$ cat src/rtl/ucie_ctl_sb_tx_serializer.sv
// Sideband config transmitter: splits each credited MSG_W-bit message into MSG_W/NC beats, MSB chunk first.
// Beat 0 appears the cycle after the handshake; the message parks in WAIT_CRD while no receiver credit is held.
module ucie_ctl_sb_tx_serializer #(
  parameter  int NC      = 8,
  parameter  int MSG_W   = 32,
  parameter  int CRD_MAX = 4,
  localparam int BEATS   = MSG_W / NC,
  localparam int CW      = $clog2(CRD_MAX + 1),
  localparam int BW      = (BEATS > 1) ? $clog2(BEATS) : 1
) (
  input  logic             i_clk,
  input  logic             i_rst,
  input  logic             i_msg_vld,
  input  logic [MSG_W-1:0] i_msg,
  output logic             o_msg_rdy,
  input  logic             i_cfg_crd,
  output logic             o_pl_cfg_vld,
  output logic [NC-1:0]    o_pl_cfg,
  output logic [CW-1:0]    o_crd_avail,
  output logic             o_busy,
  output logic             o_crd_overflow
);

  typedef enum logic [1:0] {IDLE, WAIT_CRD, SEND} state_t;

  state_t           state;
  logic [MSG_W-1:0] msg_q;
  logic [BW-1:0]    beat_cnt;
  logic [CW-1:0]    crd;
  logic             hs;
  logic             crd_nz;
  logic             consume;
  logic [BW-1:0]    beat_nxt;
  logic [NC-1:0]    beat_dat;

  assign o_msg_rdy   = (state == IDLE);
  assign hs          = i_msg_vld & o_msg_rdy;
  assign crd_nz      = (crd != '0);
  // A credit is taken exactly once per message, on the cycle that commits to SEND.
  assign consume     = crd_nz & (((state == IDLE) & hs) | (state == WAIT_CRD));
  assign beat_nxt    = beat_cnt + 1'b1;
  assign o_crd_avail = crd;

  always_comb begin
    beat_dat = '0;
    for (int k = 0; k < BEATS; k++) begin
      if (beat_nxt == BW'(k)) beat_dat = msg_q[MSG_W-1-k*NC -: NC];
    end
  end

  always_ff @(posedge i_clk or posedge i_rst) begin
    if (i_rst) begin
      state          <= IDLE;
      msg_q          <= '0;
      beat_cnt       <= '0;
      crd            <= CW'(CRD_MAX);
      o_pl_cfg_vld   <= 1'b0;
      o_pl_cfg       <= '0;
      o_busy         <= 1'b0;
      o_crd_overflow <= 1'b0;
    end else begin
      case (state)
        IDLE: begin
          if (hs) begin
            msg_q    <= i_msg;
            beat_cnt <= '0;
            o_busy   <= 1'b1;
            if (crd_nz) begin
              state        <= SEND;
              o_pl_cfg_vld <= 1'b1;
              o_pl_cfg     <= i_msg[MSG_W-1 -: NC];
            end else begin
              state <= WAIT_CRD;
            end
          end
        end
        WAIT_CRD: begin
          if (crd_nz) begin
            state        <= SEND;
            o_pl_cfg_vld <= 1'b1;
            o_pl_cfg     <= msg_q[MSG_W-1 -: NC];
          end
        end
        SEND: begin
          if (beat_cnt == BW'(BEATS - 1)) begin
            state        <= IDLE;
            o_pl_cfg_vld <= 1'b0;
            o_busy       <= 1'b0;
          end else begin
            beat_cnt <= beat_nxt;
            o_pl_cfg <= beat_dat;
          end
        end
        default: begin
          state        <= IDLE;
          o_pl_cfg_vld <= 1'b0;
          o_busy       <= 1'b0;
        end
      endcase

      // Return and consume in the same cycle cancel; a surplus return at the cap is a receiver fault.
      if (consume && !i_cfg_crd) begin
        crd <= crd - 1'b1;
      end else if (i_cfg_crd && !consume) begin
        if (crd == CW'(CRD_MAX)) o_crd_overflow <= 1'b1;
        else                     crd <= crd + 1'b1;
      end
    end
  end

endmodule

$ cat config.mk
export PLATFORM = sky130hd
export DESIGN_NAME = ucie_ctl_sb_tx_serializer
export DESIGN_NICKNAME = d
export VERILOG_FILES = /design/src/rtl/ucie_ctl_sb_tx_serializer.sv
export SDC_FILE = /design/constraint.sdc
export NUM_CORES = 1
export LEC_CHECK = 0
export ABC_AREA = 1
export BUFFER_PORTS_ARGS = -buffer_cell sky130_fd_sc_hd__buf_2
export CORE_ASPECT_RATIO = 2
export CORE_MARGIN = 3
export CORE_UTILIZATION = 55
export DETAILED_ROUTE_END_ITERATION = 8
export PLACE_DENSITY = 0.88
export SYNTH_ARGS = -nofsm -noshare
export SYNTH_HDL_FRONTEND = slang
export SYNTH_SLANG_ARGS = --single-unit
$ cat constraint.sdc
create_clock -name i_clk -period 2.7 [get_ports i_clk]
set_input_delay 0.27 -clock i_clk [delete_from_list [all_inputs] [get_ports i_clk]]
set_output_delay 0.27 -clock i_clk [all_outputs]
set_load 0.05 [all_outputs]
# [After elaboration in Yosys (flattened, before gate mapping)]
# Index checks and enable logic that the tools add are counted.
[classes] add_sub_neg=3 n_eq_ne=13 n_mux=26 bitwise_logic=6 n_reduce_logical=18
[ops] cell="$mux 8" n=8
[ops] cell="$pmux 8 s3" n=1
[ops] cell="$mux 2" n=6
[ops] cell="$reduce_and 3->1" n=4
[ops] cell="$mux 3" n=3
[ops] cell="$eq 2x2->1 const B" n=4
[ops] cell="$ne 2x2->1 const B" n=4
[ops] cell="$pmux 1 s3" n=2
[ops] cell="$pmux 2 s3" n=1
[ops] cell="$reduce_and 2->1" n=3
[ops] cell="$reduce_bool 3->1" n=2
[ops] cell="$reduce_and 5->1" n=1
[ops] cell="$eq 2x1->1 const B" n=2
[ops] cell="$logic_not 2->1" n=2
[ops] cell="$mux 1" n=4
[ops] cell="$ne 2x1->1 const B" n=2
[ops] cell="$pmux 2 s2" n=1
[ops] cell="$reduce_bool 2->1" n=2
[ops] cell="$add 3x1->3 const B" n=1
[ops] cell="$and 1x1->1" n=3
[ops] cell="$eq 3x3->1 const B" n=1
[ops] cell="$sub 3x1->3 const B" n=1
[ops] cell="$add 2x1->2 const B" n=1
[ops] cell="$logic_and 1x1->1" n=2
[ops] cell="3 further kinds" n=5
[word_totals] regBits=50 inputBits=36 output_inout_bits=15 elab_cells=74

# [Depth between registers and ports, before layout]
[logic_depth] depth_word=9 ltp_mapped=13

# [Least setup slack after synthesis]
# No wires, ideal clock.
[synth_timing] path_kind="flip-flop to flip-flop" startpoint="register state[0]" endpoint="register crd[2] (netlist: o_crd_avail[2])" setup_ps=82 arrival_ps=2625 slack_ps=-6 path_stages_with_launch=14 path_cell_list="dfrtp_1 inv_1 ha_1 nand2_2 inv_2 buf_4 o21ai_0 inv_1 ha_1 inv_1 fa_1 xnor2_1 nand3_1 xor2_1"
[synth_via] elab_chain_cells=9 elab_cells_between_ends=13
[synth_lines] element="start, declared" line_no="26" source="state_t state;"
[synth_lines] element="start signal, assigned" line_no="53" source="state <= IDLE;"
[synth_lines] element="start signal, assigned" line_no="69" source="state <= SEND;"
[synth_lines] element="start signal, assigned" line_no="73" source="state <= WAIT_CRD;"
[synth_lines] element="$logic_not 2->1 *" line_no="36" source="assign o_msg_rdy = (state == IDLE);"
[synth_lines] element="net o_msg_rdy" line_no="15" source="output logic o_msg_rdy,"
[synth_lines] element="$and 1x1->1" line_no="37" source="assign hs = i_msg_vld & o_msg_rdy;"
[synth_lines] element="$and 1x1->1 *" line_no="40" source="assign consume = crd_nz & (((state == IDLE) & hs) | (state == WAIT_CRD));"
[synth_lines] element="$or 1x1->1 *" line_no="40"
[synth_lines] element="$and 1x1->1 *" line_no="40"
[synth_lines] element="$logic_not 1->1" line_no="104" source="end else if (i_cfg_crd && !consume) begin"
[synth_lines] element="$logic_and 1x1->1" line_no="104"
[synth_lines] element="$reduce_bool 2->1 (no line)"
[synth_lines] element="$reduce_and 2->1 (no line)"
[synth_lines] element="end signal, assigned" line_no="56" source="crd <= CW'(CRD_MAX);"
[synth_lines] element="end signal, assigned" line_no="103" source="crd <= crd - 1'b1;"
[synth_lines] element="end signal, assigned" line_no="106" source="else crd <= crd + 1'b1;"
[synth_lines] element="end, declared" line_no="29" source="logic [CW-1:0] crd;"
# The timed path passes the listed nets; every way through them passes the cells marked *.
# A chain may end at the register's enable or synchronous reset.

# [Worst setup path in the final report]
[layout_timing] startpoint="register state[1]" endpoint="register crd[2] (netlist: o_crd_avail[2])"
[layout_via] elab_chain_cells=9 elab_cells_between_ends=13
[layout_lines] element="$logic_not 2->1" line_no="36, 40"
[layout_lines] element="$and 1x1->1" line_no="37"
[layout_lines] element="$and 1x1->1" line_no="40"
[layout_lines] element="$or 1x1->1 *" line_no="40"
[layout_lines] element="$and 1x1->1 *" line_no="40"
[layout_lines] element="$logic_not 1->1" line_no="104"
[layout_lines] element="$logic_and 1x1->1" line_no="104"
[layout_lines] element="$reduce_bool 2->1 (no line)"
[layout_lines] element="$reduce_and 2->1 (no line)"
# Mark *: on every way between the ends. The rest lies on a longest branch, timed or not.

==> impl_metrics.csv <==
group,metric,value,unit
run_status,outcome,"complete, no violations",
logic_synthesis,ys.warnings.count,0,
detailed_routing,vias_per_cell,5.182,
floorplan,io_pins,51,
timing,max-slew-margin-rel,30.66,%
timing,finalHoldViolCount,0,
critical_path,path_max_fanout,7,
timing,worst_pin_slew,1.039,ns
clocking,cts_root_buf,"clkbuf_8",
timing,min_period,2.237,ns
timing,fmax,447.0,MHz
clocking,cts_tree,"yes",
critical_path,critPathSlowestCell,"dfrtp_1",
floorplan,die-width,55.14,µm
logic_synthesis,synth_area_leaders,"dfrtp_1, nand2_1, inv_1",
detailed_routing,drt_iter0_markers,68,
detailed_routing,route.detailed.drc,0,
critical_path,required,2.93,ns
logic_synthesis,synth_seq_cells,50,
layout,final_cell_mix,"nand2_1, buf_2, dfrtp_1",
critical_path,cpPeakStageDelay,0.42,ns
timing,setup_viol,0,
clocking,cts_made_buffers,5,
clocking,h-tree-depth,2,
floorplan,core_area,4642,µm²
layout,drive_gt1_share,18.50,%
clocking,cts-resized-gates,0,
floorplan,start_util,57.22,%
power_and_ir_drop,p_total,4438,µW
critical_path,cp-start-kind,"flip-flop",
grt,grt_usage,25.18,%
clocking,cts_setup_buffers,0,
logic_synthesis,synthesis.area,2656,µm²
timing,fin_crit_sh,82.86,%
floorplan,rows,35,
critical_path,cp-end-kind,"flip-flop",
layout,syn2layout_area_growth,15.26,%
detailed_routing,wire_per_inst,13.94,µm
floorplan,dieArea,5750,µm²
floorplan,die_h,104.3,µm
clocking,postCtsHoldBufs,0,
clocking,clk_latency,0.30,ns
logic_synthesis,synthCells,353,
power_and_ir_drop,p_leak,0.001704,µW
clocking,path_clk_slew,0.09,ns
logic_synthesis,syn-num-nets,401,
placement,port_buffers,50,
detailed_routing,vias,2358,
grt,grt_overflow,0,
logic_synthesis,yosysTopAreaCell,"dfrtp_1",
clocking,cts_buffer_depth,2,
placement,hpwl,4752,µm
grt,grt_pass1_wl,10670,µm
logic_synthesis,synth_area_per_cell,7.525,µm²
min_path,hold_class,"in -> reg",
logic_synthesis,yosysSeqAreaShare,47.15,%
power_and_ir_drop,peakVddDrop,1144,µV
critical_path,worstPathArrival,2.47,ns
placement,dp.cells,447,
flow_run,max_cap_viol_count,0,
layout,diodes,0,
grt,antenna_found_initial,0,
timing,skew,0.007177,ns
grt,grt_max_degree,51,
timing,fin_setup_tns,0,ns
power_and_ir_drop,p_per_area,1450,nW/µm²
logic_synthesis,netlist-cell-type-count,22,
clocking,clock-sinks,50,
grt,first_global_vias,2440,
layout,layout_commonest_cell,"nand2_1",
critical_path,crit_top_cell,"inv_1",
critical_path,path_class,"reg -> reg",
layout,instances_no_fill,455,
critical_path,cp_cell_sequence,"inv_1 -> ha_2 -> nand2_2 -> inv_2 -> o21ai_0 -> inv_1 -> ha_1 -> inv_1 -> fa_1 -> xnor2_1 -> nand3_1 -> xor2_1",
detailed_routing,dr.pass1.iters,7,
detailed_routing,wirelength,6343,µm
timing,rsz0062_at_grt,"no",
layout,layout.nets,447,
placement,gp_congestion,0.8729,
timing,final_max_slew_viol_count,0,
logic_synthesis,synth_top_cell_area_share,46.16,%
detailed_routing,ant_nets,0,
registers in the layout (all words and copies together), names as in the netlist:
name            count
state               2
o_crd_overflow      1
msg_q              32
o_busy              1
o_pl_cfg_vld        1
beat_cnt            2
o_pl_cfg            8
o_crd_avail         3
power by group:
group | switching, µW | internal [µW] | total [µW]
Sequential | 210 | 1130 | 1340
Clock | 253 | 395 | 648
Combinational | 1720 | 726 | 2450
Total | 2190 | 2250 | 4440
per-stage QoR:
stage               cell area (µm²)  setup slack [ns]  utilization [%]  hold WS (ns)
floorplan                      2659            0.2241                -        0.3796
global placement               2919            0.6121            62.88        0.4608
detailed placement             2919            0.4850            62.88        0.4598
CTS                            3062            0.4600            65.96        0.1510
global route                   3062            0.2018            65.96        0.1572
finish                         3062            0.4628            65.96        0.1560
synth_stat cells, drive strengths merged:
cell,n
nand2,149
xor2,2
dfrtp,49
dfstp,1
o22ai,2
nand3,15
a21oi,26
nor2,22
ha,11
inv,38
buf,9
a31o,1
clkbuf,5
fa,1
o21ai,21
xnor2,1
worst max-delay path, delay by kind of cell (launching register included):
family / cells / cell delay [ns]
fa+ha+maj: 3 / 0.83
flops: 1 / 0.42
buf+inv: 4 / 0.32
xor+xnor: 2 / 0.31
simple gates: 2 / 0.18
compound gates: 1 / 0.09
cell type report:
class / count / area [µm²]
Fill cell: 439 / 1580
Sequential cell: 50 / 1252
Multi-Input combinational cell: 251 / 1182
Timing Repair Buffer: 53 / 272.8
Inverter: 38 / 142.6
Clock buffer: 6 / 82.58
Tap cell: 55 / 68.82
Clock inverter: 2 / 60.06
cell families (layout without fill, tap and decap cells):
family / Yosys count / in the layout / synth area share [%]
XOR/XNOR: 3 / 3 / 0.9893
AO/OA/AOI/OAI: 50 / 50 / 9.656
buffers and inverters: 52 / 99 / 8.431
AND/OR/NAND/NOR: 186 / 186 / 27.84
flip-flops: 50 / 50 / 47.15
adder cells (fa/ha/maj): 12 / 12 / 5.935
layer usage:
metal / part of all wire [%] / GRT usage (%)
met5: 0 / 0
met4: 3.2 / 10.61
met3: 3.5 / 4.017
met2: 56 / 45.34
met1: 37 / 26.72
final timing paths:
kind | start | endpoint | slack (ns) | cells past startpoint
worst max register to register | state[1] | o_crd_avail[2] | 0.46 | 12
worst max-delay path | state[1] | o_crd_avail[2] | 0.46 | 12
worst min register to register | o_pl_cfg[5] | o_pl_cfg[5] | 0.48 | 2
worst min-delay path | i_msg[15] | msg_q[15] | 0.16 | 3
max in group asynchronous | i_rst | o_pl_cfg[5] | 1.85 | 2
min in group asynchronous | i_rst | msg_q[14] | 0.21 | 2
Power figures use the tool's default switching activity.
